==> src/rtl/clint_pkg.sv <==
// Shared CLINT definitions: register offsets, reset constants and the offset decoder.
package clint_pkg;

  localparam logic [31:0] ClintBase          = 32'h0200_0000;
  localparam logic [15:0] ClintMsipOfs       = 16'h0000;
  localparam logic [15:0] ClintMtimecmpLoOfs = 16'h4000;
  localparam logic [15:0] ClintMtimecmpHiOfs = 16'h4004;
  localparam logic [15:0] ClintMtimeLoOfs    = 16'hBFF8;
  localparam logic [15:0] ClintMtimeHiOfs    = 16'hBFFC;
  localparam logic [63:0] ClintMtimecmpRst   = 64'hFFFF_FFFF_FFFF_FFFF;

  typedef enum logic [2:0] {
    RegNone,
    RegMsip,
    RegCmpLo,
    RegCmpHi,
    RegTimeLo,
    RegTimeHi
  } clint_reg_e;

  function automatic clint_reg_e clint_decode(input logic [15:0] ofs);
    case (ofs)
      ClintMsipOfs:       return RegMsip;
      ClintMtimecmpLoOfs: return RegCmpLo;
      ClintMtimecmpHiOfs: return RegCmpHi;
      ClintMtimeLoOfs:    return RegTimeLo;
      ClintMtimeHiOfs:    return RegTimeHi;
      default:            return RegNone;
    endcase
  endfunction

endpackage

==> src/rtl/clint_if.sv <==
// Core data-bus port of the CLINT: single-beat request with a one-cycle ack pulse.
interface clint_if #(
  parameter int unsigned ADDR_W = 16
);
  logic              req_i;
  logic              we_i;
  logic [ADDR_W-1:0] addr_i;
  logic [31:0]       wdata_i;
  logic              ack_o;
  logic [31:0]       rdata_o;
  logic              err_o;

  modport master (
    output req_i, we_i, addr_i, wdata_i,
    input  ack_o, rdata_o, err_o
  );

  modport slave (
    input  req_i, we_i, addr_i, wdata_i,
    output ack_o, rdata_o, err_o
  );
endinterface

==> src/rtl/clint_timer.sv <==
// Prescaled 64-bit mtime counter, mtimecmp register and the registered timer interrupt.
module clint_timer
  import clint_pkg::*;
#(
  parameter int unsigned TICK_DIV = 1
) (
  input  logic        clk,
  input  logic        rst,
  input  logic        time_wr_lo_i,
  input  logic        time_wr_hi_i,
  input  logic        cmp_wr_lo_i,
  input  logic        cmp_wr_hi_i,
  input  logic [31:0] wdata_i,
  output logic [63:0] mtime_o,
  output logic [63:0] mtimecmp_o,
  output logic        irq_timer_o
);

  localparam int unsigned CntW = (TICK_DIV > 1) ? $clog2(TICK_DIV) : 1;

  logic [CntW-1:0] presc_q, presc_d;
  logic [63:0]     mtime_q, mtime_d;
  logic [63:0]     cmp_q, cmp_d;
  logic            irq_q;
  logic            tick;

  assign tick    = (presc_q == CntW'(TICK_DIV - 1));
  assign presc_d = tick ? '0 : presc_q + 1'b1;

  // A bus write to either half replaces that half and suppresses the tick.
  always_comb begin
    mtime_d = mtime_q;
    if (time_wr_lo_i)      mtime_d = {mtime_q[63:32], wdata_i};
    else if (time_wr_hi_i) mtime_d = {wdata_i, mtime_q[31:0]};
    else if (tick)         mtime_d = mtime_q + 64'd1;

    cmp_d = cmp_q;
    if (cmp_wr_lo_i)      cmp_d = {cmp_q[63:32], wdata_i};
    else if (cmp_wr_hi_i) cmp_d = {wdata_i, cmp_q[31:0]};
  end

  always_ff @(posedge clk) begin
    if (rst) begin
      presc_q <= '0;
      mtime_q <= '0;
      cmp_q   <= ClintMtimecmpRst;
      irq_q   <= 1'b0;
    end else begin
      presc_q <= presc_d;
      mtime_q <= mtime_d;
      cmp_q   <= cmp_d;
      irq_q   <= (mtime_q >= cmp_q);
    end
  end

  assign mtime_o     = mtime_q;
  assign mtimecmp_o  = cmp_q;
  assign irq_timer_o = irq_q;

endmodule

==> src/rtl/clint.sv <==
// Core-local interruptor: msip, mtime, mtimecmp behind a single-beat bus port.
// Define CLINT_HI_LATCH_EN for torn-free 64-bit reads via hi-half shadows latched on lo reads.
module clint
  import clint_pkg::*;
#(
  parameter int unsigned TICK_DIV = 1,
  parameter int unsigned ADDR_W   = 16
) (
  input  logic    clk,
  input  logic    rst,
  clint_if.slave  bus,
  output logic    irq_software_o,
  output logic    irq_timer_o
);

  logic [ADDR_W+15:0] addr_ext;
  logic [15:0]        ofs;
  clint_reg_e         reg_sel;
  logic               accept, wr, rd;
  logic               ack_q, err_q, msip_q, msip_d;
  logic [31:0]        rdata_q, rdata_mux;
  logic [63:0]        mtime, mtimecmp;

  // Offsets beyond the 16-bit map never alias onto a register.
  assign addr_ext = {16'b0, bus.addr_i};
  assign ofs      = addr_ext[15:0] & 16'hFFFC;
  assign reg_sel  = (addr_ext[ADDR_W+15:16] == '0) ? clint_decode(ofs) : RegNone;

  assign accept = bus.req_i && !ack_q;
  assign wr     = accept && bus.we_i;
  assign rd     = accept && !bus.we_i;
  assign msip_d = (wr && reg_sel == RegMsip) ? bus.wdata_i[0] : msip_q;

  clint_timer #(.TICK_DIV(TICK_DIV)) u_timer (
    .clk          (clk),
    .rst          (rst),
    .time_wr_lo_i (wr && reg_sel == RegTimeLo),
    .time_wr_hi_i (wr && reg_sel == RegTimeHi),
    .cmp_wr_lo_i  (wr && reg_sel == RegCmpLo),
    .cmp_wr_hi_i  (wr && reg_sel == RegCmpHi),
    .wdata_i      (bus.wdata_i),
    .mtime_o      (mtime),
    .mtimecmp_o   (mtimecmp),
    .irq_timer_o  (irq_timer_o)
  );

`ifdef CLINT_HI_LATCH_EN
  logic [31:0] time_hi_sh_q, cmp_hi_sh_q;
`endif

  always_comb begin
    rdata_mux = 32'h0;
    case (reg_sel)
      RegMsip:   rdata_mux = {31'b0, msip_q};
      RegCmpLo:  rdata_mux = mtimecmp[31:0];
      RegTimeLo: rdata_mux = mtime[31:0];
`ifdef CLINT_HI_LATCH_EN
      RegCmpHi:  rdata_mux = cmp_hi_sh_q;
      RegTimeHi: rdata_mux = time_hi_sh_q;
`else
      RegCmpHi:  rdata_mux = mtimecmp[63:32];
      RegTimeHi: rdata_mux = mtime[63:32];
`endif
      default:   rdata_mux = 32'h0;
    endcase
  end

  always_ff @(posedge clk) begin
    if (rst) begin
      ack_q   <= 1'b0;
      err_q   <= 1'b0;
      rdata_q <= 32'h0;
      msip_q  <= 1'b0;
`ifdef CLINT_HI_LATCH_EN
      time_hi_sh_q <= 32'h0;
      cmp_hi_sh_q  <= 32'h0;
`endif
    end else begin
      ack_q   <= accept;
      err_q   <= accept && (reg_sel == RegNone);
      rdata_q <= rd ? rdata_mux : 32'h0;
      msip_q  <= msip_d;
`ifdef CLINT_HI_LATCH_EN
      if (rd && reg_sel == RegTimeLo) time_hi_sh_q <= mtime[63:32];
      if (rd && reg_sel == RegCmpLo)  cmp_hi_sh_q  <= mtimecmp[63:32];
`endif
    end
  end

  assign bus.ack_o      = ack_q;
  assign bus.err_o      = err_q;
  assign bus.rdata_o    = rdata_q;
  assign irq_software_o = msip_q;

endmodule
==> src/flat_wrapper.sv <==
// flat-port wrapper written by rule: the top's interface ports become plain ports
module clint_flat import clint_pkg::*;
#(
  parameter int unsigned TICK_DIV = 1,
  parameter int unsigned ADDR_W   = 16
)
  (clk, rst, irq_software_o, irq_timer_o, bus_req_i, bus_we_i, bus_addr_i, bus_wdata_i, bus_ack_o, bus_rdata_o, bus_err_o);
  clint_if #(.ADDR_W(ADDR_W)) bus_i ();
  input  logic clk;
  input  logic rst;
  output logic irq_software_o;
  output logic irq_timer_o;
  input wire logic [$bits(bus_i.req_i)-1:0] bus_req_i;
  input wire logic [$bits(bus_i.we_i)-1:0] bus_we_i;
  input wire logic [$bits(bus_i.addr_i)-1:0] bus_addr_i;
  input wire logic [$bits(bus_i.wdata_i)-1:0] bus_wdata_i;
  output wire logic [$bits(bus_i.ack_o)-1:0] bus_ack_o;
  output wire logic [$bits(bus_i.rdata_o)-1:0] bus_rdata_o;
  output wire logic [$bits(bus_i.err_o)-1:0] bus_err_o;
  assign bus_i.req_i = bus_req_i;
  assign bus_i.we_i = bus_we_i;
  assign bus_i.addr_i = bus_addr_i;
  assign bus_i.wdata_i = bus_wdata_i;
  assign bus_ack_o = bus_i.ack_o;
  assign bus_rdata_o = bus_i.rdata_o;
  assign bus_err_o = bus_i.err_o;
  clint #(.TICK_DIV(TICK_DIV), .ADDR_W(ADDR_W)) u_core (.clk(clk), .rst(rst), .bus(bus_i), .irq_software_o(irq_software_o), .irq_timer_o(irq_timer_o));
endmodule
==> config.mk <==
export PLATFORM = sky130hd
export DESIGN_NAME = clint_flat
export DESIGN_NICKNAME = d
export VERILOG_FILES = /design/src/rtl/clint_pkg.sv /design/src/rtl/clint_if.sv /design/src/rtl/clint_timer.sv /design/src/rtl/clint.sv /design/src/flat_wrapper.sv
export SDC_FILE = /design/constraint.sdc
export NUM_CORES = 1
export LEC_CHECK = 0
export CAP_MARGIN = 40
export CORE_ASPECT_RATIO = 1.1
export CORE_UTILIZATION = 23
export DETAILED_ROUTE_END_ITERATION = 8
export SYNTH_ARGS = -nofsm -noshare
export SYNTH_HDL_FRONTEND = slang
export SYNTH_SLANG_ARGS = --single-unit
==> constraint.sdc <==
create_clock -name clk -period 5.55 [get_ports clk]
set_input_delay 1.3875 -clock clk [delete_from_list [all_inputs] [get_ports clk]]
set_output_delay 1.3875 -clock clk [all_outputs]
set_load 0.005 [all_outputs]
After elaboration in Yosys (flattened, before gate mapping):

Index checks and enable logic that the tools add are counted.

* flip-flop bits (word level): 165

* $add $sub $neg: 2
* order comparisons: 1
* equal/unequal tests: 12
* muxes and demuxes: 6
* bitwise operators: 4
* reduce and logical (&&, ||, !) cells: 18

Operators with widths (number)
* $pmux 32 s5: 1
* $mux 64: 2
* $add 64x1->64 const B: 1
* $ge 64x64->1: 1
* $mux 32: 2
* $eq 14x13->1 const B: 2
* $eq 14x14->1 const B: 2
* $logic_not 16->1: 1
* $pmux 3 s5: 1
* $logic_and 1x1->1: 9
* $eq 3x2->1 const B: 2
* $eq 3x3->1 const B: 2
* $ne 2x2->1 const B: 3
* $reduce_and 2->1: 3
* $not 1->1: 4
* $reduce_or 2->1: 2
* $eq 3x1->1 const B: 1
* $logic_not 3->1: 1
* $logic_not 1->1: 2
* $add 1x1->1 const B: 1

Logic depth before layout (Yosys ltp):

* word-level depth: 6
* depth in mapped cells: 9

Modules after synthesis:

Synthesis repeated with hierarchy kept, for this count alone.

* cells, all modules: 1192
* area, all modules: 9800.6 um^2

Modules (own cells, without submodules)
* clint_timer: times used 1, cells each 983, area an instance 7749.9 um^2, sequential area each 2602.5 um^2
* clint: times used 1, cells each 209, area an instance 2050.7 um^2, sequential area each 700.7 um^2

Least setup slack after synthesis:

OpenSTA, ideal clock, no wires.

* path type: input -> register
* start: input port bus_addr_i[8]
* end: register u_core.u_timer.mtime_q[51] (netlist: u_core.u_timer.mtime_o[51])
* arrival time: 3.202 ns
* data required time: 5.432 ns
* path slack: 2.231 ns
* cell stages on the path: 7
* path buffers: 2
* cell sequence: nand4_1 -> or4_1 -> buf_2 -> nor3_2 -> a21oi_1 -> clkbuf_1 -> o2111a_1

* longest elaborated chain between the ends: 6

Ends and longest elaborated chain
* start: declaration: line flat_wrapper.sv:15 `input wire logic [$bits(bus_i.addr_i)-1:0] bus_addr_i;`
* $eq 14x14->1 (tied with other cells): line clint_pkg.sv:22 `case (ofs)`
* $pmux 3 s5 (*): line clint_pkg.sv:22
* $eq 3x3->1, on equally long branches: line clint.sv:38, clint.sv:37
* $logic_and 1x1->1, on equally long branches: line clint.sv:38, clint.sv:37
* $ne 2x2->1 (no source line) or $not 1->1 (tied branches)
* $reduce_and 2->1 (no source line)
* end signal: assignment: line clint_timer.sv:50 `mtime_q <= mtime_d;`
* end: declaration: line clint_timer.sv:22 `logic [63:0] mtime_q, mtime_d;`

Every way passes the cells marked *; elsewhere a longest branch is shown, timed or not. The select of a mux whose other input is x is not followed.
A chain may end at the register's enable or synchronous reset.

Worst setup path in the final report:

* start: input port bus_addr_i[8]
* end: register u_core.rdata_q[16] (netlist: u_core.bus.rdata_o[16])

* longest elaborated chain between the ends: 4

Ends and longest elaborated chain
* $eq 14x14->1 (tied with other cells): line clint_pkg.sv:22
* $pmux 3 s5 (*): line clint_pkg.sv:22
* $eq 3x3->1 (tied with other cells): line clint.sv:53 `case (reg_sel)`
* $pmux 32 s5 (*): line clint.sv:53
* end signal: assignment: line clint.sv:81 `rdata_q <= rd ? rdata_mux : 32'h0;`
* end: declaration: line clint.sv:21 `logic [31:0] rdata_q, rdata_mux;`

Every way passes the cells marked *; elsewhere a longest branch is shown, timed or not.

==> impl_metrics.csv <==
group,metric,value,unit
synthesis,ys_types,69,
synthesis,ys_warn_count,0,
global_routing,track_usage,16.01,%
drt,dr.pass1.iters,6,
clock_tree,post_cts_buffers,0,
clock_tree,cts_max_path_buffers,2,
global_routing,grt-ovfl-total,0,
sta,setup_tns,0,ps
setup_path,arrival,4330,ps
sta,fin_crit_sh,71.51,%
setup_path,path_class,"primary input to register",
floorplan,die_w,193.9,microns
cells_and_area,fillers,4212,
power,p_int,0.001937,W
clock_tree,clk_pin_slew,70,ps
synthesis,synthFlopType,"dfxtp_1",
sta,fmaxAchievable,252.0,MHz
sta,maxSlewHeadroom,38.62,%
clock_tree,cts_buffers,17,
sta,min_period,3969,ps
sta,setup_slack,1581,ps
setup_path,r2r_slack,2590,ps
setup_path,reg2reg_from,"u_core.u_timer.mtime_o[0]$_SDFFE_PP0P_",
sta,whs,454.6,ps
run_status,outcome,"completed",
synthesis,synth-edff-count,0,
clock_tree,cts_tree,"yes",
synthesis,synth.avg_cell_area,8.061,sq um
placed_design,post-place-ws,1163,ps
setup_path,ff2ff_path_depth,7,
sta,worst_pin_slew,918.3,ps
setup_path,startpoint_type,"primary input",
drt,viasPerCell,5.421,
power,ir_worst_vdd,0.2064,mV
synthesis,seq_area_frac_synth,35.45,%
global_routing,grt_start_max_net_pins,59,
placed_design,gp_congestion,0.9638,
hold_path,holdPathStages,2,
cells_and_area,num_antenna_cells,0,
setup_path,critPathLaunch,"bus_addr_i[8]",
setup_path,crit_required,5910,ps
floorplan,initial_core_util,23.56,%
global_routing,grt_antenna_before_repair,0,
sta,clock_skew,18.53,ps
hold_path,hold_path.class,"register to register",
drt,wire_per_inst,18.94,microns
floorplan,io_pins,88,
cells_and_area,drive_gt1_share,7.410,%
drt,route.detailed.drc,0,
run,cap_violations,0,
global_routing,grt_pass1_vias,9134,
clock_tree,cts-htree-levels,4,
power,switching_share,24.91,%
clock_tree,postCtsHoldBufs,0,
setup_path,cp_max_fo,16,
sta,hold_violations,0,
synthesis,synth_cells,1156,
placed_design,port-buffer-count,85,
clock_tree,cts_sinks,165,
floorplan,die_y,213.1,microns
synthesis,syn-cell-area,9319,sq um
sta,rsz0062_at_grt,"false",
power,power.share.clock,49.2,%
floorplan,row_count,76,
placed_design,dp_hpwl,23.99,mm
clock_tree,cts_resized,0,
floorplan,die-area,41330,sq um
power,pwr_density_cell,226.3,nW/um^2
drt,ant_nets,0,
synthesis,ys_ff_latch,165,
power,power_leakage,4.442,nW
global_routing,grt_pass1_wl,52.07,mm
power,power,0.002579,W
power,switching_power,0.0006424,W
cells_and_area,syn_to_final_growth,22.33,%
hold_path,holdPathEnd,"u_core.bus.rdata_o[25]$_SDFF_PP0_",
synthesis,ys_async_sr_fraction,0,%
floorplan,core-area,39560,sq um
clock_tree,root_buffer,"clkbuf_16",
drt,drt_iter0_drc,1023,
cells_and_area,final_nets,1332,
drt,vias,9405,
sta,finalSetupViolations,0,
synthesis,syn_nets,1273,
sta,drv_slew,0,
setup_path,reg2reg_to,"u_core.u_timer.mtime_o[20]$_SDFFE_PP0P_",
power,combinationalPowerShare,4.5,%
setup_path,crit_path_end_kind,"register",
clock_tree,clk_latency,450,ps
power,power_frac_seq,46.2,%
hold_path,hold_start,"u_core.u_timer.mtimecmp_o[57]$_SDFFE_PP1P_",
drt,totalWireLength,32.87,mm
[cells in the final DEF (no fill, tap or decap), types with 16 or more instances in the layout]
cell / synthesis / final
o211ai_1: 68 / 68
nand2_1: 156 / 156
nor4_1: 21 / 19
a222oi_1: 31 / 31
ha_1: 65 / 65
nand3_1: 40 / 40
clkbuf_16: 0 / 17
buf_4: 1 / 30
nand4_1: 37 / 37
o21ai_0: 38 / 37
clkdlybuf4s50_1: 0 / 84
a31oi_1: 21 / 21
nor3_1: 30 / 28
inv_1: 78 / 77
a211oi_1: 16 / 16
dfxtp_1: 165 / 165
nor2_1: 49 / 47
a21oi_1: 91 / 91
[cells by family after synthesis]
| group | Yosys count | share of synthesized area [%] |
|---|---|---|
| XOR/XNOR | 8 | 0.7519 |
| AO/OA/AOI/OAI | 347 | 25.64 |
| other | 1 | 0.04024 |
| adder cells (fa/ha/maj) | 65 | 8.727 |
| flip-flops | 165 | 35.45 |
| multiplexers | 8 | 0.9130 |
| buffers and inverters | 156 | 6.418 |
| AND/OR/NAND/NOR | 406 | 22.06 |
[final cells by class]
type | count | area, sq um | area share [%]
tap | 507 | 634.4 | 5.565
clock inverter | 13 | 162.7 | 1.427
inverter | 78 | 292.8 | 2.568
sequential | 165 | 3303 | 28.98
clock buffer | 19 | 452.9 | 3.973
timing repair buffer | 118 | 1099 | 9.637
multi-input combinational | 835 | 5455 | 47.85
[layer usage]
layer | global-route usage [%] | vias up | wire length [microns]
li1 | - | 4487 | -
met2 | 27.10 | 351 | 15750
met3 | 2.543 | 58 | 2036
met4 | 5.774 | 0 | 755
met5 | 0 | - | 0
met1 | 20.57 | 4509 | 14330
[Yosys cell counts (3+ instances only)]
master | count | area, sq um
ha_1 | 65 | 813.3
or3_1 | 9 | 56.30
and4_1 | 11 | 96.34
nand2_1 | 156 | 585.6
a21o_1 | 14 | 105.1
nor4_1 | 21 | 131.4
or4_1 | 11 | 82.58
nand3b_1 | 5 | 37.54
nor3_1 | 30 | 150.1
o221ai_1 | 5 | 43.79
a31oi_1 | 21 | 131.4
nand4_1 | 37 | 231.5
a222oi_1 | 31 | 310.3
a32oi_1 | 3 | 26.28
a311oi_1 | 3 | 26.28
buf_2 | 7 | 35.03
mux2_2 | 4 | 45.04
a22oi_1 | 12 | 90.09
xor2_1 | 6 | 52.55
o31ai_1 | 8 | 60.06
a21oi_1 | 91 | 455.4
a2111oi_0 | 5 | 43.79
mux2i_1 | 4 | 40.04
inv_1 | 78 | 292.8
and3_1 | 13 | 81.33
o22ai_1 | 4 | 25.02
and2_1 | 7 | 43.79
dfxtp_1 | 165 | 3303
nand3_1 | 40 | 200.2
nor2b_1 | 3 | 18.77
o211ai_1 | 68 | 510.5
clkbuf_1 | 68 | 255.2
a211oi_1 | 16 | 120.1
o21ai_0 | 38 | 190.2
nor2_1 | 49 | 183.9
[critical path, stage by stage]
cell	delay, ps
clkdlybuf4s50_1	480
nand4_1	210
or4_1	790
nor2_2	730
buf_4	390
a222oi_1	140
a21oi_1	190
[metrics by stage]
step | util (%) | instances | area [sq um]
after floorplan | - | 1156 | 9319
after global placement | 27.17 | 1699 | 10750
after detailed placement | 27.26 | 1703 | 10780
after CTS | 28.82 | 1735 | 11400
after global routing | 28.82 | 1735 | 11400
final | 28.82 | 1735 | 11400
[registers in the layout, indices dropped and copies added (netlist names)]
signal                      cells
u_core.u_timer.presc_q          1
u_core.u_timer.mtimecmp_o      64
u_core.bus.rdata_o             32
u_core.bus.err_o                1
u_core.irq_software_o           1
u_core.bus.ack_o                1
u_core.u_timer.mtime_o         64
u_core.u_timer.irq_timer_o      1
[power by group through the flow]
stage | Sequential (W) | Combinational (W) | Clock, W
floorplan | 0.00122 | 0.0000401 | 0
global placement | 0.00122 | 0.000115 | 0
detailed placement | 0.00122 | 0.000116 | 0
CTS | 0.00119 | 0.000117 | 0.00129
global route | 0.00119 | 0.000124 | 0.00134
finish | 0.00119 | 0.000117 | 0.00127
[worst max-delay path by stage]
| stage | endpoint | slack, ps | cells past startpoint |
|---|---|---|---|
| after detailed placement | u_core.bus.rdata_o[16]$_SDFF_PP0_ | 1160 | 7 |
| after global placement | u_core.u_timer.mtime_o[2]$_SDFFE_PP0P_ | 1120 | 7 |
| after floorplan | u_core.u_timer.mtime_o[51]$_SDFFE_PP0P_ | 2230 | 7 |
| final | u_core.bus.rdata_o[16]$_SDFF_PP0_ | 1580 | 7 |
| after global routing | u_core.bus.rdata_o[16]$_SDFF_PP0_ | 1430 | 7 |
| after CTS | u_core.bus.rdata_o[16]$_SDFF_PP0_ | 1620 | 7 |
(Power assumes the default switching activity.)
